**src/rtl/ekf_alu_pkg.sv**
```systemverilog
// Shared types and helpers for the Kalman-gain divider: FSM encoding,
// saturation constant and per-channel slice selection.
package ekf_alu_pkg;

  typedef enum logic [2:0] {
    ST_IDLE,
    ST_PREP,
    ST_DIV,
    ST_STORE,
    ST_DONE
  } kg_state_e;

  function automatic logic [63:0] sat_max(input int unsigned w);
    return (64'd1 << (w - 1)) - 64'd1;
  endfunction

  // Quotient LSB index of a channel's output slice, packed 8 bits per channel.
  function automatic logic [7:0] sel_lsb_of(input logic [63:0] sel, input logic [7:0] ch);
    return sel[ch*8 +: 8];
  endfunction

endpackage

```
**src/rtl/k_gain_udiv_core.sv**
```systemverilog
// Unsigned serial restoring divider: one quotient bit per step, MSB first.
// The divisor must be held stable by the caller for the whole run.
module k_gain_udiv_core #(
  parameter int NUM_W = 48,
  parameter int DEN_W = 24
) (
  input  logic             clk,
  input  logic             rst,
  input  logic             load,
  input  logic             step,
  input  logic [NUM_W-1:0] dividend,
  input  logic [DEN_W-1:0] divisor,
  output logic [NUM_W-1:0] quotient,
  output logic [DEN_W:0]   remainder
);

  logic [NUM_W-1:0] dvd_q;
  logic [NUM_W-1:0] quo_q;
  logic [DEN_W:0]   rem_q;
  logic [DEN_W:0]   trial;
  logic             fits;

  always_comb begin
    trial = {rem_q[DEN_W-1:0], dvd_q[NUM_W-1]};
    fits  = (trial >= {1'b0, divisor});
  end

  always_ff @(posedge clk or posedge rst) begin
    if (rst) begin
      dvd_q <= '0;
      quo_q <= '0;
      rem_q <= '0;
    end else if (load) begin
      dvd_q <= dividend;
      quo_q <= '0;
      rem_q <= '0;
    end else if (step) begin
      dvd_q <= {dvd_q[NUM_W-2:0], 1'b0};
      quo_q <= {quo_q[NUM_W-2:0], fits};
      rem_q <= fits ? (trial - {1'b0, divisor}) : trial;
    end
  end

  assign quotient  = quo_q;
  assign remainder = rem_q;

endmodule

```
**src/rtl/k_gain_div.sv**
```systemverilog
// N-channel Kalman-gain divider sharing one serial divider across channels.
// Define K_GAIN_ROUND_EN for round-half-away-from-zero; default truncates.
module k_gain_div
  import ekf_alu_pkg::*;
#(
  parameter int N_CH  = 2,
  parameter int NUM_W = 48,
  parameter int DEN_W = 24,
  parameter int OUT_W = 24,
  parameter logic [N_CH*8-1:0] SEL_LSB = 16'h0104
) (
  input  logic                  clk,
  input  logic                  rst,
  input  logic                  start,
  input  logic [N_CH*NUM_W-1:0] num,
  input  logic [DEN_W-1:0]      den,
  output logic [N_CH*OUT_W-1:0] k_out,
  output logic                  busy,
  output logic                  done,
  output logic [N_CH-1:0]       ovf,
  output logic                  dz
);

  localparam int CH_W  = (N_CH > 1) ? $clog2(N_CH) : 1;
  localparam int CNT_W = $clog2(NUM_W);
  localparam logic [CNT_W-1:0] CNT_LAST = CNT_W'(NUM_W - 1);
  localparam logic [CH_W-1:0]  CH_LAST  = CH_W'(N_CH - 1);
  localparam logic [OUT_W-2:0] MAG_MAX  = (OUT_W-1)'(sat_max(OUT_W));

  kg_state_e         state_q, state_d;
  logic [CH_W-1:0]   ch_q, ch_d;
  logic [CNT_W-1:0]  cnt_q, cnt_d;
  logic              div_load, div_step, accept;

  logic [NUM_W-1:0]  num_abs [N_CH];
  logic [NUM_W-1:0]  mag_q   [N_CH];
  logic [N_CH-1:0]   nsgn_q;
  logic [DEN_W-1:0]  den_abs, den_mag_q;
  logic              dsgn_q, den_zero_q;

  logic [N_CH*OUT_W-1:0] k_q;
  logic [N_CH-1:0]       ovf_q;
  logic                  dz_q;

  logic [NUM_W-1:0]  quo, body;
  logic [DEN_W:0]    div_rem_unused;
  logic [7:0]        sel_s;
  logic              hi, rnd, sat, sgn, ovf_val;
  logic [OUT_W-1:0]  m_sum, k_val;
  logic [OUT_W-2:0]  m;

  for (genvar gi = 0; gi < N_CH; gi++) begin : g_abs
    logic [NUM_W-1:0] num_ch;
    assign num_ch      = num[gi*NUM_W +: NUM_W];
    assign num_abs[gi] = num_ch[NUM_W-1] ? -num_ch : num_ch;
  end

  assign den_abs = den[DEN_W-1] ? -den : den;
  assign accept  = (state_q == ST_IDLE) && start;

  always_ff @(posedge clk or posedge rst) begin
    if (rst) begin
      state_q <= ST_IDLE;
      ch_q    <= '0;
      cnt_q   <= '0;
    end else begin
      state_q <= state_d;
      ch_q    <= ch_d;
      cnt_q   <= cnt_d;
    end
  end

  always_comb begin
    state_d  = state_q;
    ch_d     = ch_q;
    cnt_d    = cnt_q;
    div_load = 1'b0;
    div_step = 1'b0;
    case (state_q)
      ST_IDLE: begin
        if (start) begin
          state_d = ST_PREP;
          ch_d    = '0;
        end
      end
      ST_PREP: begin
        div_load = 1'b1;
        cnt_d    = '0;
        state_d  = ST_DIV;
      end
      ST_DIV: begin
        div_step = 1'b1;
        cnt_d    = cnt_q + 1'b1;
        if (cnt_q == CNT_LAST) state_d = ST_STORE;
      end
      ST_STORE: begin
        ch_d    = ch_q + 1'b1;
        state_d = (ch_q == CH_LAST) ? ST_DONE : ST_PREP;
      end
      ST_DONE:  state_d = ST_IDLE;
      default:  state_d = ST_IDLE;
    endcase
  end

  k_gain_udiv_core #(
    .NUM_W(NUM_W),
    .DEN_W(DEN_W)
  ) u_core (
    .clk      (clk),
    .rst      (rst),
    .load     (div_load),
    .step     (div_step),
    .dividend (mag_q[ch_q]),
    .divisor  (den_mag_q),
    .quotient (quo),
    .remainder(div_rem_unused)
  );

  // Slice, round, saturate and sign the finished quotient of channel ch_q.
  always_comb begin
    sel_s = sel_lsb_of(64'(SEL_LSB), 8'(ch_q));
`ifdef K_GAIN_ROUND_EN
    begin
      logic [NUM_W:0] ext;
      ext  = {quo, 1'b0} >> sel_s;
      body = ext[NUM_W:1];
      rnd  = ext[0];
    end
`else
    body = quo >> sel_s;
    rnd  = 1'b0;
`endif
    hi    = |(body >> (OUT_W - 1));
    m_sum = {1'b0, body[OUT_W-2:0]} + OUT_W'(rnd);
    sat   = hi | m_sum[OUT_W-1];
    if (den_zero_q) begin
      m       = (mag_q[ch_q] == '0) ? '0 : MAG_MAX;
      sgn     = nsgn_q[ch_q];
      ovf_val = 1'b0;
    end else begin
      m       = sat ? MAG_MAX : m_sum[OUT_W-2:0];
      sgn     = nsgn_q[ch_q] ^ dsgn_q;
      ovf_val = sat;
    end
    k_val = sgn ? -{1'b0, m} : {1'b0, m};
  end

  always_ff @(posedge clk or posedge rst) begin
    if (rst) begin
      for (int i = 0; i < N_CH; i++) mag_q[i] <= '0;
      nsgn_q     <= '0;
      den_mag_q  <= '0;
      dsgn_q     <= 1'b0;
      den_zero_q <= 1'b0;
      k_q        <= '0;
      ovf_q      <= '0;
      dz_q       <= 1'b0;
    end else begin
      if (accept) begin
        for (int i = 0; i < N_CH; i++) begin
          mag_q[i]  <= num_abs[i];
          nsgn_q[i] <= num[i*NUM_W + NUM_W - 1];
        end
        den_mag_q  <= den_abs;
        dsgn_q     <= den[DEN_W-1];
        den_zero_q <= (den == '0);
        ovf_q      <= '0;
        dz_q       <= 1'b0;
      end
      if (state_q == ST_STORE) begin
        for (int i = 0; i < N_CH; i++) begin
          if (ch_q == CH_W'(i)) begin
            k_q[i*OUT_W +: OUT_W] <= k_val;
            ovf_q[i]              <= ovf_val;
          end
        end
        dz_q <= den_zero_q;
      end
    end
  end

  assign k_out = k_q;
  assign ovf   = ovf_q;
  assign dz    = dz_q;
  assign busy  = (state_q != ST_IDLE);
  assign done  = (state_q == ST_DONE);

endmodule

```
**config.mk**
```make
export PLATFORM = sky130hd
export DESIGN_NAME = k_gain_div
export DESIGN_NICKNAME = d
export VERILOG_FILES = /design/src/rtl/ekf_alu_pkg.sv /design/src/rtl/k_gain_udiv_core.sv /design/src/rtl/k_gain_div.sv
export SDC_FILE = /design/constraint.sdc
export NUM_CORES = 1
export LEC_CHECK = 0
export ABC_AREA = 1
export ABC_CLOCK_PERIOD_IN_PS = 9700
export CORE_MARGIN = 4
export CORE_UTILIZATION = 40
export CTS_CLUSTER_DIAMETER = 150
export DETAILED_ROUTE_END_ITERATION = 8
export PLACE_DENSITY = 0.59
export RECOVER_POWER = 100
export SLEW_MARGIN = 40
export SYNTH_ARGS = -nofsm -noshare
export SYNTH_HDL_FRONTEND = slang
export SYNTH_HIERARCHICAL = 1
export SYNTH_SLANG_ARGS = --single-unit
```
**constraint.sdc**
```tcl
create_clock -name clk -period 9.7 [get_ports clk]
set_clock_uncertainty 0.1 [all_clocks]
set_input_delay 1.94 -clock clk [delete_from_list [all_inputs] [get_ports clk]]
set_output_delay 1.94 -clock clk [all_outputs]
set_load 0.01 [all_outputs]
```
Word-level counts from Yosys, hierarchy flattened
Cells that the tools add are included.
{"block": "word_totals", "reg_bits": 305, "input_bits": 123, "out_inout_bits": 53, "wordCells": 88}
{"block": "op_classes", "addsub": 7, "order_cmp": 3, "n_eq_ne": 7, "shift": 2, "muxes": 36, "n_bitwise": 3, "reduce_logical": 14}
{"cell": "$mux W48", "n": 9}
{"cell": "$mux W24", "n": 5}
{"cell": "$neg A48 Y48", "n": 2}
{"cell": "$mux W23", "n": 3}
{"cell": "$shiftx A64 B5 Y8 const A", "n": 1}
{"cell": "$logic_not A48 Y1", "n": 1}
{"cell": "$shr A48 B8 Y48", "n": 1}
{"cell": "$ge A25 B24 Y1", "n": 1}
{"cell": "$reduce_or A25 Y1", "n": 1}
{"cell": "$logic_not A24 Y1", "n": 1}
{"cell": "$neg A23 Y24", "n": 1}
{"cell": "$neg A24 Y24", "n": 1}
{"cell": "$sub A24 B24 Y24", "n": 1}
{"cell": "$pmux W3 S4", "n": 1}
{"cell": "$pmux W6 S2", "n": 1}
{"cell": "$mux W1", "n": 11}
{"cell": "$mux W3", "n": 3}
{"cell": "$reduce_and A2 Y1", "n": 4}
{"cell": "$reduce_bool A2 Y1", "n": 4}
{"cell": "$add A6 B1 Y6 const B", "n": 1}
{"cell": "$eq A3 B2 Y1 const B", "n": 2}
{"cell": "$eq A6 B6 Y1 const B", "n": 1}
{"cell": "$mux W2", "n": 2}
{"cell": "$ne A2 B2 Y1 const B", "n": 2}
{"cell": "12 further kinds", "n": 12}

Logic depth before layout (Yosys ltp)
Gate-level depths: netlist of the first run.
{"block": "depth", "word_depth": 9, "ltp_mapped": 22, "ltp_nobuf": 19}

Cells and area by module
The synthesis of the first run kept the hierarchy.
{"module": "k_gain_div", "n_inst": 1, "cells_each": 1791, "area_each_um2": 12115.4, "seq_area_each_um2": 4629.4}
{"module": "k_gain_udiv_core", "n_inst": 1, "cells_each": 950, "area_each_um2": 7034.2, "seq_area_each_um2": 3027.9}

Worst setup path before layout of the first run
OpenSTA, ideal clock, no wires.
{"block": "synth_path", "path_type": "input to register", "startpoint": "input num[49]", "endpoint": "register mag_q[40] (netlist bit)", "setup_ns": 0.130, "t_arrival_ns": 3.774, "t_required_ns": 9.470, "slack_ns": 5.696, "path_stages": 15, "n_path_buf": 0, "path_cell_list": "inv_1 -> ha_1 -> inv_1 -> nor3_1 -> nand3_1 -> nor2_1 -> nand2_1 -> nor2_1 -> nand4_1 -> nor2_1 -> nand3_1 -> o21ai_0 -> nand3_1 -> nand3_1 -> o21ai_0"}
{"block": "synth_via", "elab_chain_cells": 2}
{"element": "start: declaration", "line_no": "k_gain_div.sv:15", "rtl": "input logic [N_CH*NUM_W-1:0] num,"}
{"element": "$neg A48 Y48", "line_no": "k_gain_div.sv:55", "rtl": "assign num_abs[gi] = num_ch[NUM_W-1] ? -num_ch : num_ch;"}
{"element": "$mux W48", "line_no": "k_gain_div.sv:55"}
{"element": "end signal: indexed assignment", "line_no": "k_gain_div.sv:161", "rtl": "mag_q[i] <= num_abs[i];"}
{"element": "end: declaration", "line_no": "k_gain_div.sv:36", "rtl": "logic [NUM_W-1:0] mag_q [N_CH];"}
No other way between the ends.
A chain may end at the register's enable or synchronous reset.

Final worst setup path of the first run
{"block": "layout_path", "startpoint": "register ch_q", "endpoint": "register k_q[40], in the netlist k_out[40]"}
{"block": "layout_via", "elab_chain_cells": 9, "elab_cells_between_ends": 18, "cone_classes": "add/sub: 1; shift: 2; mux: 10; bitwise: 2; reduce/logical: 3"}
{"element": "start: declaration", "line_no": "k_gain_div.sv:31", "rtl": "logic [CH_W-1:0] ch_q, ch_d;"}
{"element": "start signal: assignment", "line_no": "k_gain_div.sv:68", "rtl": "ch_q <= ch_d;"}
{"element": "parallel branches: the longest is 9 deep, another holds $neg A23 Y24"}
{"element": "end signal: indexed assignment", "line_no": "k_gain_div.sv:173", "rtl": "k_q[i*OUT_W +: OUT_W] <= k_val;"}
{"element": "end: declaration", "line_no": "k_gain_div.sv:41", "rtl": "logic [N_CH*OUT_W-1:0] k_q;"}
Several ways; the timed one is not identified. The select of a mux whose other input is x is not followed.

==> impl_results.md, run 1 <==
* CTS H-tree depth at 2
* Sum Neg Setup Slack at 0 ns
* Result of the run: complete, but fails checks
* Hold Crit Depth at 2
* Initial antenna violation count at 1
* Number of clock sinks at 305
* Worst Hold Launch: k_out[29]
* # port buffers at 175
* Endpoint with the worst hold slack: k_out[29]
* Die Area at 51200 um2
* Number of global-route vias before repair at 17400
* Max frequency at 0.150 GHz
* Total vias in the final route at 17500
* Reported max-cap violation count at 10
* Peak supply drop at 100 uV
* Cell count after synthesis at 2725
* Element type at the critical path start: register
* Post-layout minimum cycle time at 6.66 ns
* Worst-Margin Slew at 3.09 ns
* Worst r2r path cells at 17
* Total instance count after detailed placement at 3414
* Commonest cells after routing, fill and taps aside: nand2_1 (840), inv_1 (431), dfrtp_1 (305)
* Setup repair after global routing missed its margin: false
* Largest net degree at the start of global routing at 139
* Root Driver: clkbuf_16
* Area growth from synthesis to layout at 17.4%
* Yosys warning count at 6
* Dpl ws at 4.57 ns
* Classification of the worst setup path: register to register
* Via density per instance at 5.04
* Detailed Routing Iterations Pass 1 at 5
* I/O pins at 176
* Synthesized netlist net count at 2878
* Latest clock arrival within the worst-skew pair at 0.56 ns
* Antenna Violating Nets Remaining at 0
* Average instance area after synthesis at 6.99 um2
* Most frequent standard cell in the layout excluding fill and tap cells: nand2_1
* Highest fanout seen on the critical path at 70
* Effective utilization at floorplan at 40.7%
* HPWL reported at the end of detailed placement at 41700 um
* Global route overflow at 0
* Number of buffers inserted by post-CTS setup repair at 0
* Overall die height at 226 um
* Final Net Count at 2999
* Final core utilization at 47.8%
* Pleak at 11.5 nW
* Number of buffers added to fix hold violations after cts at 0
* Required time reported for the critical path endpoint at 10.09 ns
* Number of violations reported at the end of detailed-routing iteration 0 at 1182
* Worst slew margin at -106%
* Placeable core region at 46900 um2
* Global-route wire length before repair at 91400 um
* Final setup slack of the worst path at 3.04 ns
* Hold crit path type: register to register
* Reg2reg start: ch_q
* CTS-repair resized insts at 0
* Number of rows in the core area at 79
* Non-filler instance count after layout at 3481
* Register-to-register setup slack at 3.04 ns
* Final setup violation count at 0
* Final RePlAce weighted congestion at 0.889
* Crit path capture type: register
* All-Layer GR Usage at 22.0%
* Reg2reg end: k_out[40]
* Crit path DAT at 7.05 ns
* Routed wire per std cell at 16.2 um
* Total count of max-transition violations in the final report at 484
* Clock tree from TritonCTS: built
* Final count of hold timing violations at 0
* Cell Pwr Density at 189 nW/um2
* Share of layout cells above drive strength 1 at 3.83%
* DRC viols at 0
* Clock buffer count from CTS at 36
* Failing checks: capacitance limit, slew limit
* Clk buf depth at 3
* WL final at 56500 um
* Post-synthesis instance area at 19100 um2
* Share of the clock period used by the worst path at 68.6%
* Clock transition at path regs at 0.06 ns
* Worst setup path startpoint: ch_q
* Overall die width at 226 um
where the power goes:
part | switching, W | total [W] | internal (W) | leakage [nW]
clock | 0.000561 | 0.00141 | 0.000847 | 0.600
sequential | 0.000107 | 0.00153 | 0.00143 | 3.81
combinational | 0.000802 | 0.00129 | 0.000484 | 7.12
worst max-delay path by stage:
stage / cells past startpoint / slack (ns) / endpoint
after floorplan: 1 / 2.63 / ch_q
after global placement: 16 / 4.64 / mag_q[40]
after detailed placement: 16 / 4.57 / mag_q[40]
after CTS: 16 / 5.16 / mag_q[40]
after global routing: 17 / 2.39 / k_out[40]
final: 17 / 3.04 / k_out[40]
registers in the layout, indices dropped and copies added (netlist names), 2 cells and up:
name	count
cnt_q	6
den_mag_q	24
k_out	48
mag_q	96
nsgn_q	2
ovf	2
state_q	3
u_core/dvd_q	48
u_core/quotient	48
u_core/remainder	24
metal layers:
layer | track usage, % | wire [um] | vias to the layer above
met2 | 36.3 | 26500 | 392
met1 | 29.9 | 26000 | 8215
met5 | 0 | 0 | -
li1 | - | - | 8834
met3 | 2.80 | 2150 | 94
met4 | 7.78 | 1820 | 0
final cells by class:
type | count | area [um2]
Antenna cell | 1 | 2.50
Clock buffer | 48 | 1020
Multi-Input combinational cell | 1875 | 9250
Inverter | 437 | 1650
Fill cell | 4827 | 24500
Clock inverter | 17 | 198
Sequential cell | 305 | 7630
Tap cell | 607 | 759
Timing Repair Buffer | 191 | 1870
worst max-delay path, stage by stage (launching register included):
cell      delay [ns]
dfrtp_1         0.88
clkbuf_1        2.17
nand2_1         0.41
nand2_1         0.29
nand2_1         0.07
nor2_1          0.09
nand2_1         0.06
nor2_1          0.30
nand3_2         0.12
nand2_1         0.68
nand3b_1        0.20
nor2_1          0.39
nand3_1         0.19
nand2_2         0.17
nand2_1         0.07
o21ai_0         0.11
nand3_1         0.11
nand2_1         0.12
per-stage QoR:
| step | hold WS, ns | area (um2) | power, W |
|---|---|---|---|
| after floorplan | 0.342 | 19100 | 0.00249 |
| after global placement | 0.365 | 21200 | 0.00282 |
| after detailed placement | 0.366 | 21200 | 0.00284 |
| after CTS | 0.385 | 22400 | 0.00427 |
| after global routing | 0.403 | 22400 | 0.00453 |
| final | 0.374 | 22400 | 0.00423 |
(Power assumes the default switching activity.)
==> run 2, diff against run 1 <==
--- a/config.mk
+++ b/config.mk
@@ -6,12 +6,12 @@
 export NUM_CORES = 1
 export LEC_CHECK = 0
 export ABC_AREA = 1
-export ABC_CLOCK_PERIOD_IN_PS = 9700
+export ABC_CLOCK_PERIOD_IN_PS = 5500
 export CORE_MARGIN = 4
 export CORE_UTILIZATION = 40
 export CTS_CLUSTER_DIAMETER = 150
 export DETAILED_ROUTE_END_ITERATION = 8
-export PLACE_DENSITY = 0.59
+export PLACE_DENSITY = 0.61
 export RECOVER_POWER = 100
 export SLEW_MARGIN = 40
 export SYNTH_ARGS = -nofsm -noshare
==> constraint.sdc (replaced) <==
create_clock -name clk -period 5.5 [get_ports clk]
set_clock_uncertainty 0.1 [all_clocks]
set_input_delay 1.1 -clock clk [delete_from_list [all_inputs] [get_ports clk]]
set_output_delay 1.1 -clock clk [all_outputs]
set_load 0.01 [all_outputs]
==> impl_results.md, run 2 (synthesis results as in run 1) <==
* Result of the run: complete, but fails checks (unchanged)
* Failing checks: capacitance limit, slew limit (unchanged)
* Most frequent standard cell in the layout excluding fill and tap cells: nand2_1 (unchanged)
* Reported max-cap violation count at 5 (was 10)
* Total count of max-transition violations in the final report at 373 (was 484)
* Routed wire per std cell at 16.1 um (was 16.2 um)
* Worst slew margin at -108% (was -106%)
* Overall die height at 226 um (unchanged)
* Number of global-route vias before repair at 17500 (was 17400)
* Required time reported for the critical path endpoint at 5.81 ns (was 10.09 ns)
* Via density per instance at 5.08 (was 5.04)
* Global route overflow at 0 (unchanged)
* Clock transition at path regs at 0.06 ns (about the same)
* Die Area at 51200 um2 (unchanged)
* Final RePlAce weighted congestion at 0.946 (was 0.889)
* Classification of the worst setup path: input port to register (was register to register)
* Element type at the critical path start: input port (was register)
* Total design power at 0.00749 W (was 0.00423 W)
* WL final at 56100 um (was 56500 um)
* HPWL reported at the end of detailed placement at 41400 um (was 41700 um)
* Final Net Count at 3003 (was 2999)
* Highest fanout seen on the critical path at 56 (was 70)
* Effective utilization at floorplan at 40.7% (unchanged)
* Final count of hold timing violations at 0 (unchanged)
* Fin Hold WS at 0.375 ns (was 0.374 ns)
* Crit path DAT at 4.74 ns (was 7.05 ns)
* Overall die width at 226 um (unchanged)
* Hold crit path type: register to register (unchanged)
* CTS H-tree depth at 2 (unchanged)
* Clk buf depth at 3 (unchanged)
* Cell Pwr Density at 334 nW/um2 (was 189 nW/um2)
* Setup repair after global routing missed its margin: false (unchanged)
* Number of violations reported at the end of detailed-routing iteration 0 at 1130 (was 1182)
* Clock buffer count from CTS at 37 (was 36)
* I/O pins at 176 (unchanged)
* Antenna Violating Nets Remaining at 0 (unchanged)
* Number of buffers added to fix hold violations after cts at 0 (unchanged)
* Pleak at 11.6 nW (was 11.5 nW)
* Placeable core region at 46900 um2 (unchanged)
* Number of buffers inserted by post-CTS setup repair at 0 (unchanged)
* Final core utilization at 47.9% (was 47.8%)
* Register containing the most flip-flops in the final layout: mag_q (unchanged)
* # port buffers at 175 (unchanged)
* Placed Instance Area at 21300 um2 (was 21200 um2)
* All-Layer GR Usage at 21.9% (was 22.0%)
* Number of rows in the core area at 79 (unchanged)
* Post-layout minimum cycle time at 4.43 ns
* Crit path capture type: register (unchanged)
* Area growth from synthesis to layout at 17.9% (was 17.4%)
* Flip-flop count of the largest register after layout at 96 (unchanged)
* Worst-Margin Slew at 3.10 ns (was 3.09 ns)
* Final setup violation count at 0 (unchanged)
* Sum Neg Setup Slack at 0 ns (unchanged)
* Share of the clock period used by the worst path at 80.5%
* Max frequency at 0.226 GHz
* Initial antenna violation count at 1 (unchanged)
* Detailed Routing Iterations Pass 1 at 5 (unchanged)
* Global-route wire length before repair at 90900 um (was 91400 um)
* Peak supply drop at 191 uV (was 100 uV)
* Clock tree from TritonCTS: built (unchanged)
* Finished Cell Area at 22500 um2 (was 22400 um2)
* Commonest cells after routing, fill and taps aside: nand2_1 (838), inv_1 (431), dfrtp_1 (303) (was nand2_1 (840), inv_1 (431), dfrtp_1 (305))
* DRC viols at 0 (unchanged)
* Latest clock arrival within the worst-skew pair at 0.55 ns (was 0.56 ns)
* Number of antenna repair diodes at 0 (was 1)
* Total vias in the final route at 17700 (was 17500)
* Largest net degree at the start of global routing at 101 (was 139)
* Root Driver: clkbuf_16 (unchanged)
* Number of clock sinks at 305 (unchanged)
* Share of layout cells above drive strength 1 at 4.17% (was 3.83%)
* CTS-repair resized insts at 0 (unchanged)
-- run 2: worst max-delay path, cell delays in order --
cell	delay [ns]
dlygate4sd3_1	0.52
inv_1	0.05
nor2_1	0.32
clkbuf_1	1.92
nand3_1	0.34
o32ai_1	0.42
-- run 2: through the flow --
step	cells	setup WS, ns
after floorplan	2725	1.11
final	3483	1.07
after global placement	3417	1.50
after CTS	3483	1.74
after detailed placement	3418	1.39
after global routing	3483	0.763
-- run 2: routing by layer --
layer	vias to the layer above	GRT usage, %	part of all wire, %
li1	8846	-	-
met1	8369	29.1	45
met2	389	37.4	48
met3	88	2.78	3.9
met4	2	7.07	2.9
met5	-	0	0.014
-- run 2: final timing paths --
| kind | cells past startpoint | to | slack (ns) | startpoint |
|---|---|---|---|---|
| min reg2reg | 2 | k_out[23] | 0.38 | k_out[23] |
| max reg2reg | 9 | u_core/remainder[20] | 1.13 | state_q[0] |
| min | 2 | k_out[23] | 0.38 | k_out[23] |
| max in group asynchronous | 3 | u_core/dvd_q[33] | 1.60 | rst |
| min in group asynchronous | 2 | u_core/remainder[2] | 1.87 | rst |
| max | 6 | den_zero_q | 1.07 | start |
-- run 2: layout make-up --
| class | count | area (um2) |
|---|---|---|
| flip-flops and latches | 305 | 7630 |
| well taps | 607 | 759 |
| clock inverters | 9 | 134 |
| repair buffers | 194 | 1910 |
| fillers | 4843 | 24400 |
| inverters | 437 | 1650 |
| multi-input cells | 1875 | 9250 |
| clock buffers | 56 | 1130 |
-- run 2: where the power goes --
| part | internal (W) | switching, W |
|---|---|---|
| combinational | 0.000854 | 0.00141 |
| clock | 0.00155 | 0.000975 |
| sequential | 0.00251 | 0.000185 |
==> variant (flow settings as in run 2) <==
The 5 states of `kg_state_e` get a Gray code encoding in 3 bits.
--- a/src/rtl/ekf_alu_pkg.sv
+++ b/src/rtl/ekf_alu_pkg.sv
@@ -5,7 +5,7 @@
   typedef enum logic [2:0] {
-    ST_IDLE,
-    ST_PREP,
-    ST_DIV,
-    ST_STORE,
-    ST_DONE
+    ST_IDLE  = 3'b000,
+    ST_PREP  = 3'b001,
+    ST_DIV   = 3'b011,
+    ST_STORE = 3'b010,
+    ST_DONE  = 3'b110
   } kg_state_e;
Check against the original RTL: no difference found for any inputs over 10 cycles, from zero or initial values and one cycle with rst high; not proved beyond that.
==> variant against run 2 <==
  * The run still ends with capacitance limit, slew limit left
  * First-iteration DRC count is 9.5% higher
  * Fmax is 4.5% higher
  * Synthesized area hardly changed
  * Cell area is 0.21% higher
  * Wire length is 3.2% lower
  * Sequential cell count stayed put
  * Setup slack better by 0.19 ns
Power is not compared: it rests on default switching activity, and its combinational part moved more than twofold at a synthesized area within 25%.
==> variant: results <==
export IMPL_vias=17600
export IMPL_drv_slew=137
export IMPL_rrSetupSlack_ns=1.26
export IMPL_holdPathEnd="k_out[18]"
export IMPL_cts_buffers=37
export IMPL_placed_area_um2=21300
export IMPL_layout_drive_gt1_share=0.0391
export IMPL_hp_start="k_out[18]"
export IMPL_grt_pass1_vias=17300
export IMPL_worstRegToRegCells=7
export IMPL_grt_usage=0.211
export IMPL_wl_per_cell_um=15.5
export IMPL_place_hpwl_mm=40.0
export IMPL_cap_viol_max_count=3
export IMPL_dr_pass1_iters=6
export IMPL_drtIter0Drc=1237
export IMPL_grt_pass1_wl_mm=88.2
export IMPL_layout_nets=3014
export IMPL_violations="capacitance limit, slew limit"
export IMPL_crit_path_max_incr_delay_ns=1.68
export IMPL_gp_congestion=0.928
export IMPL_hold_viol=0
export IMPL_crit_fanout=52
export IMPL_dp_cells=3429
export IMPL_nFillCells=4740
export IMPL_synth_nets=2888
export IMPL_hp_class="flop to flop"
export IMPL_whs_ns=0.375
export IMPL_grt_antenna_before_repair=0
export IMPL_power_mw=5.18
export IMPL_die_w_um=226
export IMPL_start_util=0.407
export IMPL_status="finished, violations left"
export IMPL_r2r_end="u_core/dvd_q[5]"
export IMPL_routed_wl_mm=54.3
export IMPL_numPortBuffers=175
export IMPL_timing_rr_start="state_q[1]"
export IMPL_slew_headroom=-1.19
export IMPL_syn_inst=2735
export IMPL_arrival_ns=4.54
export IMPL_grt_max_degree=191
## variant: area by class of cell
| class | count | area, µm² | share of cell area |
|---|---|---|---|
| Sequential cell | 305 | 7630 | 0.339 |
| Timing Repair Buffer | 196 | 1910 | 0.0850 |
| Multi-Input combinational cell | 1872 | 9200 | 0.409 |
| Clock buffer | 51 | 1070 | 0.0475 |
| Inverter | 449 | 1690 | 0.0750 |
| Clock inverter | 16 | 245 | 0.0109 |
| Tap cell | 607 | 759 | 0.0337 |
## variant: worst max-delay path: cells and delay by family (launching register included)
family	cells	cell delay [ns]
buffers and inverters	4	3.00
and+or+nand+nor	2	0.44
AOI/OAI and AO/OA	1	0.14
DFF	1	0.41
## variant: worst max-delay path by stage
stage                           from                to  slack [ns]
after floorplan                  rst   u_core/dvd_q[0]        1.11
after global placement        den[3]     den_mag_q[19]        1.70
after detailed placement      den[0]     den_mag_q[22]        1.65
after CTS                       ch_q         k_out[22]        1.83
after global routing             rst  u_core/dvd_q[15]        0.71
final                     state_q[1]   u_core/dvd_q[5]        1.26
## variant: metrics by stage
stage / setup WS, ns / utilization
6_report: 1.26 / 0.480
5_1_grt: 0.714 / 0.480
4_1_cts: 1.83 / 0.482
3_5_place_dp: 1.65 / 0.454
3_3_place_gp: 1.70 / 0.454
2_1_floorplan: 1.11 / -
## variant: layer usage
| layer | share of wire | track usage | wire (µm) |
|---|---|---|---|
| met1 | 0.45 | 0.287 | 24600 |
| met2 | 0.47 | 0.352 | 25700 |
| met4 | 0.031 | 0.0707 | 1690 |
| met5 | 0 | 0 | 0 |
| met3 | 0.041 | 0.0259 | 2250 |
